**src/rtl/seq_codigo_3b.sv**
```systemverilog
// 3-bit up/down code source for the seven-segment decoder, stepped by a debounced button.
// Optional auto-step prescaler is compiled in with `define AUTO_STEP_EN.
module seq_codigo_3b #(
  parameter int DEB_CYCLES = 4,
  parameter int TICK_DIV   = 5
) (
  input  logic clk,
  input  logic rst_n,
  input  logic btn,
  input  logic dir_up,
  input  logic hold,
  input  logic auto_en,
  output logic A,
  output logic B,
  output logic C,
  output logic step_pulse,
  output logic btn_db
);

  localparam int DW = $clog2(DEB_CYCLES + 1);
  localparam logic [DW-1:0] DEB_LAST = DW'(DEB_CYCLES - 1);

  typedef enum logic [2:0] {
    CODE_0, CODE_1, CODE_2, CODE_3, CODE_4, CODE_5, CODE_6, CODE_7
  } code_t;

  code_t         code_q, code_d;
  logic          step_d;
  logic          s1, s2;
  logic [DW-1:0] deb_cnt;
  logic          press;
  logic          auto_tick;
  logic          req;

  // Two-flop synchronizer followed by a stability-count debouncer.
  always_ff @(posedge clk) begin
    if (!rst_n) begin
      s1      <= 1'b0;
      s2      <= 1'b0;
      deb_cnt <= '0;
      btn_db  <= 1'b0;
    end else begin
      s1 <= btn;
      s2 <= s1;
      if (s2 == btn_db) begin
        deb_cnt <= '0;
      end else if (deb_cnt == DEB_LAST) begin
        btn_db  <= s2;
        deb_cnt <= '0;
      end else begin
        deb_cnt <= deb_cnt + 1'b1;
      end
    end
  end

  // Fires on the same edge that btn_db rises; releases are not events.
  assign press = s2 && !btn_db && (deb_cnt == DEB_LAST);

`ifdef AUTO_STEP_EN
  localparam int PW = $clog2(TICK_DIV);
  localparam logic [PW-1:0] TICK_LAST = PW'(TICK_DIV - 1);

  logic [PW-1:0] presc;

  always_ff @(posedge clk) begin
    if (!rst_n || !auto_en) begin
      presc <= '0;
    end else if (presc == TICK_LAST) begin
      presc <= '0;
    end else begin
      presc <= presc + 1'b1;
    end
  end

  assign auto_tick = auto_en && (presc == TICK_LAST);
`else
  logic unused_auto;
  assign unused_auto = auto_en ^ (TICK_DIV == 0);
  assign auto_tick   = 1'b0;
`endif

  // A coincident press and tick collapse into a single request.
  assign req = press | auto_tick;

  always_comb begin
    code_d = code_q;
    step_d = 1'b0;
    if (req && !hold) begin
      step_d = 1'b1;
      if (dir_up) code_d = code_t'(code_q + 3'd1);
      else        code_d = code_t'(code_q - 3'd1);
    end
  end

  always_ff @(posedge clk) begin
    if (!rst_n) begin
      code_q     <= CODE_0;
      step_pulse <= 1'b0;
    end else begin
      code_q     <= code_d;
      step_pulse <= step_d;
    end
  end

  assign {A, B, C} = code_q;

endmodule
```
**config.mk**
```make
export PLATFORM = sky130hd
export DESIGN_NAME = seq_codigo_3b
export DESIGN_NICKNAME = d
export VERILOG_FILES = /design/src/rtl/seq_codigo_3b.sv
export SDC_FILE = /design/constraint.sdc
export NUM_CORES = 1
export LEC_CHECK = 0
export CAP_MARGIN = 20
export CORE_AREA = 2 2 39 41
export DETAILED_ROUTE_END_ITERATION = 8
export DIE_AREA = 0 0 41 43
export GPL_TIMING_DRIVEN = 0
export PLACE_DENSITY = 0.55
export RECOVER_POWER = 25
export SKIP_CTS_REPAIR_TIMING = 1
export SLEW_MARGIN = 5
export SYNTH_ARGS = -nofsm -noshare
export SYNTH_HDL_FRONTEND = slang
export SYNTH_SLANG_ARGS = --single-unit
```
**constraint.sdc**
```tcl
create_clock -name clk -period 2 [get_ports clk]
set_clock_uncertainty 0.15 [all_clocks]
set_input_delay 0.5 -clock clk [delete_from_list [all_inputs] [get_ports clk]]
set_output_delay 0.5 -clock clk [all_outputs]
set_load 0.02 [all_outputs]
```
==> metrics.cfg, run 1 <==
[status]
status=complete, no violations

[critical_path]
start_kind=register
path_depth=1
rr_startpoint=code_q[1]
worstSetupStartpoint=code_q[0]
critPathTopFamily=buffers and inverters
slowest_stage=clkdlybuf4s50_1
cp_max_fo=3
r2r-end=code_q[2]
crit_end=C
critPathArrivalTime_ps=1290
crit_chain=clkdlybuf4s50_1
cpPeakStageDelay_ps=630
required_ps=1350
critPathKind=register to output port
critPathBufInv=1
rrSetupSlack_ps=460
end_kind=output port
r2r_cells=4

[layout]
final_area_um2=553.0
drive_above_1_share_pct=11.76
final_core_util_pct=39.96
area_growth_pct=37.69
insertedDiodeCount=0
layout.nets=62

[sta]
final_hold_viol_count=0
min_period_ps=1938
report.final.setup_viol=0
slew_headroom_pct=85.68
setup_slack_ps=61.79
rsz0062_at_grt=false
max_freq_ghz=0.5159
min_period_over_period_pct=96.91
totalNegativeSetupSlack_ps=0
finalMaxSlewViolations=0
worstMarginPinSlew_ps=214.2

[floorplan]
ios=11
die_area_um2=1763
start_util_pct=29.02
die_w_um=41
coreArea_um2=1384
die-height_um=43
rows=14

[synth]
avgSynthCellArea_um2=10.57
synth_most_common_cell=dfxtp_1
ys_seq_elements=10
ys_top_cells_by_count=10 x dfxtp_1, 7 x nor2_1, 4 x inv_1
synth-seq-area-share_pct=49.84
synth.area.top_cells=dfxtp_1 50%, ha_1 9.3%, nor2_1 6.5%
synth_top_flop_cell=dfxtp_1
netlist_instances=38
synth_edf_count=0
synthArstFlopShare_pct=0
netlist_area_um2=401.6
synth_top_area_share_pct=49.84
yosys_warnings=0
syn_nets=48
synth_cell_types=15
synth_top_cell_by_area=dfxtp_1

[route]
firstDrtPassIters=2
vias_per_cell=4.104
wl_per_cell_um=7.776
ant_nets=0
drcViolationCount=0
num_vias=275
drt_iter0_drc=1
routed_wl_um=521

[power_and_ir_drop]
ir_drop_v=0.0004710
finalPower_uw=397.1
power.density_nw_per_um2=718.0
leakagePower_uw=0.0002710

[clocking]
clk_latency_ps=260
cts_made_buffers=3
path_clk_slew_ps=60
cts.sinks=10
root_buffer=clkbuf_4
h-tree-depth=1
cts_tree=done
clock_path_buffers=2

[placement]
routabilityCongestion=0.7035
postPlaceCellArea_um2=511.7
dpl_worst_slack_ps=-258.8
hpwlAfterDp_um=427.5
port_buffers=9

[global_route]
grt_pass1_vias=214
track_usage_pct=7.895
antenna_found_initial=0
grt_overflow=0
grt_pass1_wl_um=869
grt_max_degree=7

[run]
drv_cap=0

[hold_path]
hp-class=register to register

where the power goes:
group / total [uW] / internal (uW) / switching, uW
combinational: 17.0 / 10.2 / 6.80
clock: 178 / 111 / 67.1
sequential: 202 / 202 / 0.872
sequential cells by signal, indices dropped and copies added (netlist names):
register and cells:
code_q 3, deb_cnt 3, btn_db 1, s1 1, s2 1, step_pulse 1
area by class of cell:
cell class,count,area [um2]
Clock buffer,4,36.28
Fill cell,148,830.8
Inverter,4,15.01
Multi-Input combinational cell,24,188.9
Sequential cell,10,200.2
Tap cell,16,20.02
Timing Repair Buffer,9,92.59
cell usage in the layout (no fill, tap or decap):
cell type and n:
a21oi_1 1, and2_1 2, and3_1 1, clkbuf_4 3, clkbuf_8 1, clkdlybuf4s50_1 7
dfxtp_1 10, dlygate4sd3_1 1, dlymetal6s2s_1 1, fa_2 1, ha_1 3, inv_1 4
mux2i_1 2, nand2_1 1, nand3b_4 1, nor2_1 7, nor2b_1 1, o21ai_0 1
or3_1 1, xor2_1 2
stage by stage:
stage                     instances  hold slack (ps)
final                            67            273.7
after global routing             67            302.7
after CTS                        67            275.1
after detailed placement         63            266.0
after global placement           63            262.0
after floorplan                  38            247.4
kinds of logic after synthesis:
family | count (synthesis) | share of synthesized area (%)
flops | 10 | 49.84
compound gates | 2 | 2.490
fa+ha+maj | 4 | 14.33
xor+xnor | 2 | 4.362
buf+inv | 4 | 3.737
simple gates | 14 | 20.25
mux | 2 | 4.985
worst min-delay path by stage:
stage                    start    endpoint  depth (start not counted)  slack [ps]
floorplan           deb_cnt[0]  deb_cnt[0]                          1         250
global placement    deb_cnt[0]  deb_cnt[0]                          1         260
detailed placement  deb_cnt[0]  deb_cnt[0]                          1         270
CTS                 deb_cnt[0]  deb_cnt[0]                          1         280
global route                s1          s2                          1         300
finish              deb_cnt[0]  deb_cnt[0]                          1         270
layer usage:
layer  part of all wire (%)  GRT usage (%)  vias up
met4                    4.0          6.000        0
met2                     42          8.750        7
li1                       -              -      148
met5                      0              0        -
met3                    4.6          4.712        2
met1                     50          10.56      118
(Power assumes the default switching activity.)
==> run 2, diff against run 1 <==
--- a/config.mk
+++ b/config.mk
@@ -13,7 +13,6 @@
 export PLACE_DENSITY = 0.55
 export RECOVER_POWER = 25
 export SKIP_CTS_REPAIR_TIMING = 1
-export SLEW_MARGIN = 5
 export SYNTH_ARGS = -nofsm -noshare
 export SYNTH_HDL_FRONTEND = slang
 export SYNTH_SLANG_ARGS = --single-unit
==> results of run 2 <==
The final DEF is identical to that of run 1; final timing and power are the same.
